[src/rtl/uart_tx_pkg.sv]
// Shared definitions for the Wishbone UART transmitter:
// register indices, STATUS/CTRL bit positions, serializer states.
package uart_tx_pkg;

  localparam logic [1:0] REG_TXDATA = 2'd0;
  localparam logic [1:0] REG_STATUS = 2'd1;
  localparam logic [1:0] REG_CTRL   = 2'd2;
  localparam logic [1:0] REG_DIV    = 2'd3;

  localparam int ST_BUSY    = 0;
  localparam int ST_FULL    = 1;
  localparam int ST_EMPTY   = 2;
  localparam int ST_LVL_LSB = 8;

  localparam int CT_EN    = 0;
  localparam int CT_FLUSH = 1;
  localparam int CT_IRQEN = 2;

  typedef logic [1:0] ser_state_t;

  localparam ser_state_t S_IDLE  = 2'd0;
  localparam ser_state_t S_START = 2'd1;
  localparam ser_state_t S_DATA  = 2'd2;
  localparam ser_state_t S_STOP  = 2'd3;

  // A divisor below 2 is clamped so every bit lasts at least 2 cycles.
  function automatic logic [15:0] eff_div(input logic [15:0] d);
    return (d < 16'd2) ? 16'd2 : d;
  endfunction

endpackage

[src/rtl/uart_tx_fifo.sv]
// Synchronous byte FIFO with flush; flush overrides push/pop.
// Ports: push_i/data_i, pop_i/data_o (head), flush_i, full_o, empty_o, level_o.
module uart_tx_fifo
  import uart_tx_pkg::*;
#(
  parameter int DEPTH = 16
) (
  input  logic                       clk,
  input  logic                       rst,
  input  logic                       push_i,
  input  logic [7:0]                 data_i,
  input  logic                       pop_i,
  input  logic                       flush_i,
  output logic [7:0]                 data_o,
  output logic                       full_o,
  output logic                       empty_o,
  output logic [$clog2(DEPTH):0]     level_o
);

  localparam int AW = $clog2(DEPTH);

  logic [7:0]    mem_q [DEPTH];
  logic [AW-1:0] wr_q, wr_d;
  logic [AW-1:0] rd_q, rd_d;
  logic [AW:0]   lvl_q, lvl_d;

  always_comb begin
    wr_d  = wr_q;
    rd_d  = rd_q;
    lvl_d = lvl_q;
    if (flush_i) begin
      wr_d  = '0;
      rd_d  = '0;
      lvl_d = '0;
    end else begin
      if (push_i) wr_d = wr_q + 1'b1;
      if (pop_i)  rd_d = rd_q + 1'b1;
      lvl_d = lvl_q + {{AW{1'b0}}, push_i}
                    - {{AW{1'b0}}, pop_i};
    end
  end

  always_ff @(posedge clk or posedge rst) begin
    if (rst) begin
      wr_q  <= '0;
      rd_q  <= '0;
      lvl_q <= '0;
    end else begin
      wr_q  <= wr_d;
      rd_q  <= rd_d;
      lvl_q <= lvl_d;
    end
  end

  always_ff @(posedge clk) begin
    if (push_i && !flush_i) mem_q[wr_q] <= data_i;
  end

  assign data_o  = mem_q[rd_q];
  assign full_o  = (lvl_q == (AW+1)'(DEPTH));
  assign empty_o = (lvl_q == '0);
  assign level_o = lvl_q;

endmodule

[src/rtl/wb_uart_tx.sv]
// Wishbone classic slave UART transmitter (8N1, LSB first).
// Ports: wb_* slave bus, tx_o serial line (idle high), irq_o TX-empty level irq.
module wb_uart_tx
  import uart_tx_pkg::*;
#(
  parameter int FIFO_DEPTH = 16,
  parameter int DIV_RESET  = 868
) (
  input  logic        clk,
  input  logic        rst,
  input  logic [31:0] wb_adr_i,
  input  logic [31:0] wb_dat_i,
  input  logic [3:0]  wb_sel_i,
  input  logic        wb_we_i,
  input  logic        wb_cyc_i,
  input  logic        wb_stb_i,
  output logic [31:0] wb_dat_o,
  output logic        wb_ack_o,
  output logic        wb_err_o,
  output logic        tx_o,
  output logic        irq_o
);

  localparam int AW = $clog2(FIFO_DEPTH);

  logic        ack_q, err_q;
  logic [31:0] dat_q, rdata;
  logic        en_q, irqen_q;
  logic [15:0] div_q;
  ser_state_t  state_q, state_d;
  logic [7:0]  shift_q, shift_d;
  logic [2:0]  cnt_q, cnt_d;
  logic [15:0] baud_q, baud_d;
  logic [15:0] divl_q, divl_d;
  logic        tx_q, tx_d;
  logic        irq_q;

  logic        req, wr, push, wr_err, flush, pop;
  logic        full, empty, busy;
  logic [7:0]  head;
  logic [AW:0] level;
  logic [1:0]  idx;
  logic        unused_ok;

  assign unused_ok = ^{wb_sel_i, wb_adr_i[31:4],
                       wb_adr_i[1:0], wb_dat_i[31:16]};

  assign idx    = wb_adr_i[3:2];
  // One response per transfer; the held strobe is not re-sampled
  // while the previous response is still showing.
  assign req    = wb_cyc_i & wb_stb_i & ~ack_q & ~err_q;
  assign wr     = req & wb_we_i;
  assign wr_err = wr & (idx == REG_TXDATA) & full;
  assign push   = wr & (idx == REG_TXDATA) & ~full;
  assign flush  = wr & (idx == REG_CTRL) & wb_dat_i[CT_FLUSH];
  assign busy   = (state_q != S_IDLE);
  assign pop    = ~busy & en_q & ~empty & ~flush;

  uart_tx_fifo #(
    .DEPTH(FIFO_DEPTH)
  ) u_fifo (
    .clk     (clk),
    .rst     (rst),
    .push_i  (push),
    .data_i  (wb_dat_i[7:0]),
    .pop_i   (pop),
    .flush_i (flush),
    .data_o  (head),
    .full_o  (full),
    .empty_o (empty),
    .level_o (level)
  );

  always_comb begin
    rdata = '0;
    case (idx)
      REG_STATUS: begin
        rdata[ST_BUSY]  = busy;
        rdata[ST_FULL]  = full;
        rdata[ST_EMPTY] = empty;
        rdata[ST_LVL_LSB +: AW+1] = level;
      end
      REG_CTRL: begin
        rdata[CT_EN]    = en_q;
        rdata[CT_IRQEN] = irqen_q;
      end
      REG_DIV: rdata[15:0] = div_q;
      default: rdata = '0;
    endcase
  end

  always_ff @(posedge clk or posedge rst) begin
    if (rst) begin
      ack_q   <= 1'b0;
      err_q   <= 1'b0;
      dat_q   <= '0;
      en_q    <= 1'b1;
      irqen_q <= 1'b0;
      div_q   <= 16'(DIV_RESET);
    end else begin
      ack_q <= req & ~wr_err;
      err_q <= wr_err;
      dat_q <= (req & ~wb_we_i) ? rdata : '0;
      if (wr && idx == REG_CTRL) begin
        en_q    <= wb_dat_i[CT_EN];
        irqen_q <= wb_dat_i[CT_IRQEN];
      end
      if (wr && idx == REG_DIV) div_q <= wb_dat_i[15:0];
    end
  end

  always_comb begin
    state_d = state_q;
    shift_d = shift_q;
    cnt_d   = cnt_q;
    baud_d  = baud_q;
    divl_d  = divl_q;
    case (state_q)
      S_IDLE: begin
        if (pop) begin
          shift_d = head;
          divl_d  = eff_div(div_q);
          baud_d  = eff_div(div_q) - 16'd1;
          state_d = S_START;
        end
      end
      S_START: begin
        if (baud_q == '0) begin
          baud_d  = divl_q - 16'd1;
          cnt_d   = '0;
          state_d = S_DATA;
        end else begin
          baud_d = baud_q - 16'd1;
        end
      end
      S_DATA: begin
        if (baud_q == '0) begin
          baud_d  = divl_q - 16'd1;
          shift_d = shift_q >> 1;
          cnt_d   = cnt_q + 3'd1;
          if (cnt_q == 3'd7) state_d = S_STOP;
        end else begin
          baud_d = baud_q - 16'd1;
        end
      end
      S_STOP: begin
        if (baud_q == '0) state_d = S_IDLE;
        else              baud_d  = baud_q - 16'd1;
      end
      default: state_d = S_IDLE;
    endcase
  end

  // Line level follows the registered state one cycle later,
  // so every bit keeps its full duration.
  always_comb begin
    tx_d = 1'b1;
    if (state_q == S_START)     tx_d = 1'b0;
    else if (state_q == S_DATA) tx_d = shift_q[0];
  end

  always_ff @(posedge clk or posedge rst) begin
    if (rst) begin
      state_q <= S_IDLE;
      shift_q <= '0;
      cnt_q   <= '0;
      baud_q  <= '0;
      divl_q  <= 16'd2;
      tx_q    <= 1'b1;
      irq_q   <= 1'b0;
    end else begin
      state_q <= state_d;
      shift_q <= shift_d;
      cnt_q   <= cnt_d;
      baud_q  <= baud_d;
      divl_q  <= divl_d;
      tx_q    <= tx_d;
      irq_q   <= irqen_q & empty & ~busy;
    end
  end

  assign wb_dat_o = dat_q;
  assign wb_ack_o = ack_q;
  assign wb_err_o = err_q;
  assign tx_o     = tx_q;
  assign irq_o    = irq_q;

endmodule
[config.mk]
export PLATFORM = sky130hd
export DESIGN_NAME = wb_uart_tx
export DESIGN_NICKNAME = d
export VERILOG_FILES = /design/src/rtl/uart_tx_pkg.sv /design/src/rtl/uart_tx_fifo.sv /design/src/rtl/wb_uart_tx.sv
export SDC_FILE = /design/constraint.sdc
export NUM_CORES = 1
export LEC_CHECK = 0
export ABC_CLOCK_PERIOD_IN_PS = 5900
export CAP_MARGIN = 20
export CORE_ASPECT_RATIO = 1.4
export CORE_MARGIN = 5
export CORE_UTILIZATION = 45
export DETAILED_ROUTE_END_ITERATION = 6
export PLACE_DENSITY = 0.66
export SLEW_MARGIN = 10
export SYNTH_ARGS = -nofsm -noshare
export SYNTH_HDL_FRONTEND = slang
export SYNTH_HIERARCHICAL = 1
export SYNTH_SLANG_ARGS = --single-unit
[constraint.sdc]
create_clock -name clk -period 5.9 [get_ports clk]
set_input_delay 1.475 -clock clk [delete_from_list [all_inputs] [get_ports clk]]
set_output_delay 1.475 -clock clk [all_outputs]
set_load 0.02 [all_outputs]
==> impl_results.rst, run 1 <==
.. list-table::
   :header-rows: 1

   * - Metric
     - Value
   * - Switching power total
     - roughly 900 µW
   * - Synthesized-area fraction occupied by adder cells
     - 0.0255
   * - Share of the synthesized area in compound gates (AO/OA/AOI/OAI)
     - 0.0718
   * - Internal Pwr Total
     - roughly 2.8 mW
   * - Required time of the worst setup path
     - 6.27 ns
   * - Crit start category
     - input port
   * - Buffers from clock root to sink, at most
     - 3
   * - Count of non-filler cells in the finished layout
     - about 1200
   * - Fraction of layout instances using a drive strength above 1
     - 0.146
   * - TritonCTS buffer count
     - 24
   * - Cell count after placement
     - about 1100
   * - Die outline height
     - around 190 µm
   * - Area growth from synthesis to layout
     - 12.5%
   * - Total Wirelength
     - about 23000 µm
   * - Core utilization of the finished layout
     - 0.514
   * - Routed wirelength normalized by instance count
     - ~20 µm
   * - Max_slew headroom
     - 0.325
   * - Fraction of the mapped netlist area in simple logic gates
     - 0.115
   * - Run status
     - finished clean
   * - Met2 WL
     - between 10000 and 15000 µm
   * - CTS Sinks
     - 224
   * - Number of synthesized register bits
     - between 200 and 250
   * - Post-CTS Setup Repair Bufs
     - 0
   * - Total die area
     - 26800 µm²
   * - TritonRoute pass-1 iters
     - 5
   * - H-tree Lvls
     - 1
   * - Post-synth cell types
     - between 70 and 80
   * - Clock latency reported for the late side of the worst-skew pair
     - 0.51 ns
   * - Remaining Overflow, GRT
     - 0
   * - Clk pwr share
     - 0.382
   * - Antenna violations before repair
     - 0
   * - Maximum number of pins on one net before global-route repair
     - 46
   * - 1st-iter DRT viols
     - between 200 and 300
   * - Worst hold path type
     - flop to flop
   * - Post-route minimum period
     - between 4 and 5 ns
   * - Final clock period utilization by the worst path
     - 0.709
   * - Peak ir drop on the vdd network
     - 0.000275 V
   * - TritonCTS clock tree
     - yes
   * - CTS hold repair buffers
     - 0
   * - Sequential cell area fraction in the yosys report
     - 0.590
   * - Crit path largest cell delay
     - about 0.60 ns
   * - Worst path slowest cell
     - clkdlybuf4s50_1
   * - Net switching fraction of the power
     - 0.249
   * - Wire length of the first global-routing pass
     - approximately 35000 µm
   * - Setup violations, final
     - 0
   * - Site row count
     - 66
   * - Mapped Area
     - around 11000 µm²
   * - Crit path max-delay family
     - buffers and inverters
   * - FFs w/ async S/R, synth
     - 0.429
   * - Power per standard cell area
     - slightly above 300 nW/µm²
   * - Number of top-level pins
     - around 110
   * - Post-Synth XOR/XNOR Area
     - 0.0298
   * - Count of buffers from port buffering
     - 42
   * - Proportion of power drawn by combinational gates
     - 0.124
   * - Most numerous cell on the critical path
     - inv_1
   * - Final estimated routing congestion in global placement
     - ~0.90
   * - Actual transition at the worst max-transition pin
     - around 1.0 ns
   * - Average vias per placed instance
     - 5.55
   * - Fmax
     - about 0.24 GHz
   * - Die X
     - between 100 and 150 µm
   * - Proportion of synthesized area in mux cells
     - 0.123
   * - Maximum capacitance violations
     - 0
   * - Met1 Wirelength
     - about 9000 µm
   * - Arrival time at the worst endpoint
     - roughly 4.6 ns
   * - Clock-pin slew of the registers on the worst-case setup and hold paths
     - ~0.060 ns
   * - Post-synthesis average cell area
     - about 13 µm²
   * - Detailed-placement wirelength estimate
     - between 15000 and 20000 µm
   * - Commonest non-fill, non-tap cell in the layout
     - edfxtp_1
   * - Sequential Power Share
     - 0.494
   * - # resized after CTS
     - 0
   * - Antenna Nets Post-Route
     - 0
   * - Leak pwr
     - around 4.6 nW
   * - Vias in the first global route
     - roughly 6500
   * - Setup repair after global routing missed its margin
     - no
   * - Count of unresolved DRC violations after routing
     - 0
   * - Global routing usage summed across all routing layers
     - 0.166
   * - Initial Util
     - 0.457
   * - Final net count
     - about 920
   * - Overall power consumption
     - between 3 and 4 mW
   * - DR top layer
     - met4
   * - Critical path class
     - input port to flop
   * - Number of pins exceeding their max-slew limit in the final report
     - 0
   * - Commonest cells after routing, fill and taps aside
     - edfxtp_1 (128), dfrtp_1 (86), nand2_1 (53)
   * - Root buffer selected by CTS
     - clkbuf_16
   * - Largest fanout on the critical path
     - 8
   * - Number of buffers and inverters on the critical path
     - 4
   * - Count of synthesis-stage warnings from yosys
     - 6
   * - Worst setup slack for register-to-register paths
     - 2.28 ns
   * - Hold Violations, Final
     - 0
   * - Worst clock skew on the final layout
     - slightly above 0.009 ns
   * - Final-layout setup total negative slack
     - 0 ns
   * - Largest family of logic cells by synthesized area
     - multiplexers
   * - Vias after detailed routing
     - 6386
   * - Number of antenna diodes
     - 0
   * - DR WL met3
     - 805 µm
   * - Core ar.
     - between 20000 and 25000 µm²
   * - EDFF count, synth
     - approximately 130
   * - CP endpoint kind
     - flop
   * - Most common flop cell mapped by yosys
     - edfxtp_1
   * - Ordered list of cells on the worst path
     - clkdlybuf4s50_1 > nor2b_1 > a41o_1 > or2_2 > inv_1 > ha_1 > inv_1 > ha_1 > inv_1 > fa_1 > nor2b_1 > o21bai_1 > a21oi_1 > nor3b_1
   * - Instance count of the mapped netlist
     - 792
-- synthesized netlist by cell type, types with 6 or more instances --
master    count  area (µm²)
nor3_1       13        65.1
nor2_1       48         180
dfstp_2       8         210
nor4_1       15        93.8
a31oi_1       7        43.8
buf_4        18         135
nand3_1      17        85.1
xor2_1       15         131
mux2i_1      16         160
mux4_2       21         473
nand4_1       6        37.5
inv_1        26        97.6
edfxtp_1    128        3840
mux4_1       11         289
or4_1         8        60.1
dfrtp_1      88        2200
xnor2_1      21         184
nor2b_1       8        50.1
ha_1         20         250
and2_1       18         113
o21ai_0      25         125
or3_1         7        43.8
and3_1       11        68.8
o211ai_1      6        45.0
clkbuf_1     27         101
a21oi_1      19        95.1
a22oi_1      19         143
mux2_2       34         383
nand2_1      53         199
-- through the flow --
stage | worst slack (ns) | instance area, µm² | hold WS [ns]
after global routing | 1.48 | 11900 | 0.508
after floorplan | 1.66 | 10700 | 0.443
final | 1.72 | 11900 | 0.471
after global placement | 1.23 | 11200 | 0.455
after detailed placement | 1.20 | 11200 | 0.463
after CTS | 1.75 | 11900 | 0.477
-- power by group through the flow --
stage	Combinational (mW)	Sequential [mW]	Clock, mW
floorplan	0.380	1.81	0
global route	0.516	1.84	1.52
CTS	0.465	1.83	1.45
finish	0.458	1.83	1.41
detailed placement	0.460	1.86	0
global placement	0.452	1.85	0
-- flip-flops by register name, indices dropped and copies added, names as in the netlist --
name / flops
u_fifo/rd_q: 4
cnt_q: 3
wb_err_o: 1
u_fifo/level_o: 5
baud_q: 16
u_fifo/mem_q: 128
divl_q: 16
irqen_q: 1
u_fifo/wr_q: 4
shift_q: 8
div_q: 16
wb_dat_o: 16
en_q: 1
wb_ack_o: 1
tx_o: 1
state_q: 2
irq_o: 1
-- tightest hold or removal path, delay by kind of cell (launching register included) --
kind | cells | cell delay [ns]
flip-flops | 1 | 0.35
AND/OR/NAND/NOR | 2 | 0.10
-- layout make-up --
| type | instances | area [µm²] |
|---|---|---|
| fill | 2016 | 11300 |
| sequential | 224 | 6260 |
| multi-input combinational | 498 | 3930 |
| clock buffer | 32 | 652 |
| timing repair buffer | 53 | 503 |
| tap | 306 | 383 |
| inverter | 26 | 98.8 |
| clock inverter | 12 | 91.3 |
-- per-layer routing --
layer  vias to the layer above  track usage
met5                         -            0
met3                        38       0.0248
li1                       3018            -
met2                       139        0.311
met1                      3191        0.195
met4                         0       0.0537
-- final timing paths --
kind                                   start           endpoint  depth (start not counted)
max                              wb_adr_i[2]  u_fifo/level_o[4]                         14
min                                 cnt_q[2]           cnt_q[2]                          2
max reg2reg                u_fifo/level_o[3]  u_fifo/level_o[4]                         16
min reg2reg                         cnt_q[2]           cnt_q[2]                          2
max in group asynchronous                rst           div_q[9]                          3
min in group asynchronous                rst     u_fifo/rd_q[2]                          2
-- cells by family after synthesis --
logic type,after synthesis
xor gates and xnor gates,36
other,1
muxes,82
DFF,224
buffers and inverters,85
adders and majority gates,21
AOI/OAI and AO/OA,112
and+or+nand+nor,231
Power figures use the tool's default switching activity.
==> run 2: changes to the inputs <==
Settings changed: ABC_CLOCK_PERIOD_IN_PS 5900 to 3500, PLACE_DENSITY 0.66 to 0.68.
Clock period 5.9 ns to 3.5 ns, I/O delays scaled along.
==> impl_results.rst, run 2 (same netlist as run 1, synthesis figures left out) <==
.. list-table::
   :header-rows: 1

   * - Metric
     - Value
   * - Area growth from synthesis to layout
     - 17.5%
   * - Worst hold path type
     - flop to flop
   * - Critical path class
     - input port to flop
   * - Capture point of the worst reg-to-reg path
     - u_fifo/level_o[4]
   * - Site row count
     - 66 (unchanged)
   * - Antenna Nets Post-Route
     - 0 (unchanged)
   * - Antenna violations before repair
     - 1 (+1)
   * - Die outline height
     - 192 µm (unchanged)
   * - Clk pwr share
     - 0.372 (-0.010)
   * - Buffers from clock root to sink, at most
     - 3 (unchanged)
   * - Worst hold stages
     - 2 (unchanged)
   * - Post-CTS Setup Repair Bufs
     - 0 (unchanged)
   * - Launch point of the worst reg-to-reg path
     - u_fifo/level_o[2]
   * - Core ar.
     - 23200 µm² (unchanged)
   * - Number of pins exceeding their max-slew limit in the final report
     - 0 (unchanged)
   * - H-tree Lvls
     - 1 (unchanged)
   * - Post-route minimum period
     - between 3 and 4 ns
   * - Root buffer selected by CTS
     - clkbuf_16
   * - Setup repair after global routing missed its margin
     - no
   * - Routed wirelength normalized by instance count
     - 19.1 µm (-2.5%)
   * - Global routing usage summed across all routing layers
     - 0.169 (+0.00313)
   * - Fmax
     - 0.308 GHz
   * - Vias in the first global route
     - 6696 (+3.3%)
   * - Final net count
     - 963 (+4.6%)
   * - Worst R2R Path Depth
     - 17 (+1)
   * - Required time of the worst setup path
     - 3.92 ns (-2.35 ns)
   * - CTS Sinks
     - 224 (unchanged)
   * - Clock latency reported for the late side of the worst-skew pair
     - 0.50 ns (about the same)
   * - Commonest cells after routing, fill and taps aside
     - edfxtp_1 (128), dfrtp_1 (87), nand2_1 (53)
   * - Least setup slack across all paths after layout
     - 0.251 ns (-1.47 ns)
   * - Final clock period utilization by the worst path
     - 0.928
   * - Average vias per placed instance
     - 5.51 (-0.71%)
   * - Actual transition at the worst max-transition pin
     - 0.725 ns (-0.283 ns)
   * - Initial Util
     - 0.457 (unchanged)
   * - TritonCTS clock tree
     - yes
   * - Crit start category
     - input port
   * - Largest fanout on the critical path
     - 2 (-6)
   * - Number of filler cells placed in the layout
     - 1923 (-4.6%)
   * - Proportion of power drawn by combinational gates
     - 0.137 (+0.013)
   * - Hold Violations, Final
     - 0 (unchanged)
   * - TritonRoute pass-1 iters
     - 4 (-1)
   * - CP endpoint kind
     - flop
   * - TritonCTS buffer count
     - 23 (-4.2%)
   * - Leak pwr
     - 4.85 nW (+6.0%)
   * - Fraction of layout instances using a drive strength above 1
     - 0.189 (+0.0434)
   * - Placement Setup Slack
     - -0.295 ns (-1.50 ns)
   * - Peak ir drop on the vdd network
     - 0.000462 V (+68%)
   * - Number of top-level pins
     - 109 (unchanged)
   * - Internal Pwr Total
     - 4.72 mW (+70%)
   * - Net switching fraction of the power
     - 0.246 (-0.00331)
   * - Switching power total
     - 1.54 mW (+67%)
   * - Clock-pin slew of the registers on the worst-case setup and hold paths
     - 0.06 ns (about the same)
   * - Total Wirelength
     - 22700 µm (+0.92%)
   * - Register with the most flip-flops
     - u_fifo/mem_q
   * - Count of non-filler cells in the finished layout
     - 1191 (+3.5%)
   * - Vias after detailed routing
     - 6561 (+2.7%)
   * - Sequential cell area in the final layout
     - 6260 µm² (about the same)
   * - End point of the most critical hold path
     - cnt_q[1]
   * - Worst setup slack for register-to-register paths
     - 0.26 ns (-2.02 ns)
   * - Launch point of the worst hold path
     - cnt_q[1]
   * - Power per standard cell area
     - 502 nW/µm² (+62%)
   * - Flip-flop count of the largest register after layout
     - 128 (unchanged)
   * - Count of buffers from port buffering
     - 42 (unchanged)
   * - Setup violations, final
     - 0 (unchanged)
   * - Final estimated routing congestion in global placement
     - 0.894 (-0.25%)
   * - Cell count after placement
     - 1149 (+3.8%)
   * - Arrival time at the worst endpoint
     - 3.67 ns (-0.89 ns)
   * - Detailed-placement wirelength estimate
     - 16200 µm (+2.5%)
   * - Maximum number of pins on one net before global-route repair
     - 36 (-22%)
   * - Worst setup path start
     - wb_stb_i
   * - Max_slew headroom
     - 0.517 (+0.191)
   * - Total die area
     - 26800 µm² (unchanged)
   * - Run status
     - finished clean
   * - Maximum capacitance violations
     - 0 (unchanged)
   * - Sequential Power Share
     - 0.491 (-0.003)
   * - Remaining Overflow, GRT
     - 0 (unchanged)
   * - Worst clock skew on the final layout
     - 0.0114 ns (+0.00225 ns)
   * - Wire length of the first global-routing pass
     - 36300 µm (+2.9%)
   * - Count of unresolved DRC violations after routing
     - 0 (unchanged)
   * - Die X
     - 140 µm (unchanged)
   * - Multi-input combinational cell area
     - 3940 µm² (+0.19%)
   * - Commonest non-fill, non-tap cell in the layout
     - edfxtp_1
   * - 1st-iter DRT viols
     - 315 (+5.4%)
[run 2: cell type report]
| cell class | instances | area share |
|---|---|---|
| Inverter | 26 | 0.00794 |
| Tap cell | 306 | 0.0307 |
| Timing Repair Buffer | 96 | 0.0844 |
| Clock inverter | 11 | 0.00673 |
| Antenna cell | 1 | 0.000201 |
| Sequential cell | 224 | 0.502 |
| Multi-Input combinational cell | 498 | 0.316 |
| Clock buffer | 29 | 0.0513 |
[run 2: power groups by stage]
stage               registers [mW]  logic, mW  clock network (mW)
floorplan                     3.05      0.642                   0
global placement              3.12      0.842                   0
detailed placement            3.12      0.857                   0
CTS                           3.07      0.867                2.39
global route                  3.09      0.967                2.50
finish                        3.07      0.859                2.33
[run 2: through the flow]
step	power [mW]	util	hold WS (ns)	TNS (ns)	cell area, µm²
floorplan	3.69	-	0.443	0	10700
finish	6.25	0.537	0.477	0	12500
global route	6.55	0.537	0.512	0	12500
detailed placement	3.98	0.505	0.470	-8.84	11700
CTS	6.32	0.536	0.484	0	12400
global placement	3.96	0.505	0.455	-4.46	11700
[run 2: timing repair]
action                                  CTS  global route
hold buffers                              0             0
gates resized for setup                   0             2
endpoints found under the setup margin    0             2
[run 2: worst max path at each step]
stage / end / slack [ns] / cells past startpoint
after floorplan: u_fifo/level_o[4] / 0.01 / 15
after global placement: u_fifo/level_o[4] / -0.30 / 15
after detailed placement: u_fifo/level_o[4] / -0.30 / 15
after CTS: u_fifo/level_o[4] / 0.20 / 17
after global routing: u_fifo/level_o[4] / 0.007 / 17
final: u_fifo/level_o[4] / 0.25 / 15
[run 2: worst max-delay path: stages]
cell,delay [ns]
clkdlybuf4s50_1,0.45
nor4bb_1,0.32
buf_4,0.17
a41o_1,0.18
or2_2,0.13
inv_1,0.06
ha_1,0.28
inv_1,0.06
ha_1,0.16
inv_1,0.06
fa_1,0.41
nor2b_2,0.14
o21bai_1,0.09
nand3_1,0.08
nor3b_1,0.18
[run 2: per-layer routing]
layer  track usage  wire length [µm]  part of all wire  up-vias
met4        0.0638               758             0.033        0
met2         0.314             12100              0.53      150
li1              -                 -                 -     3099
met1         0.201              9010              0.40     3264
met5             0                 0                 0        -
met3        0.0190               805             0.035       48
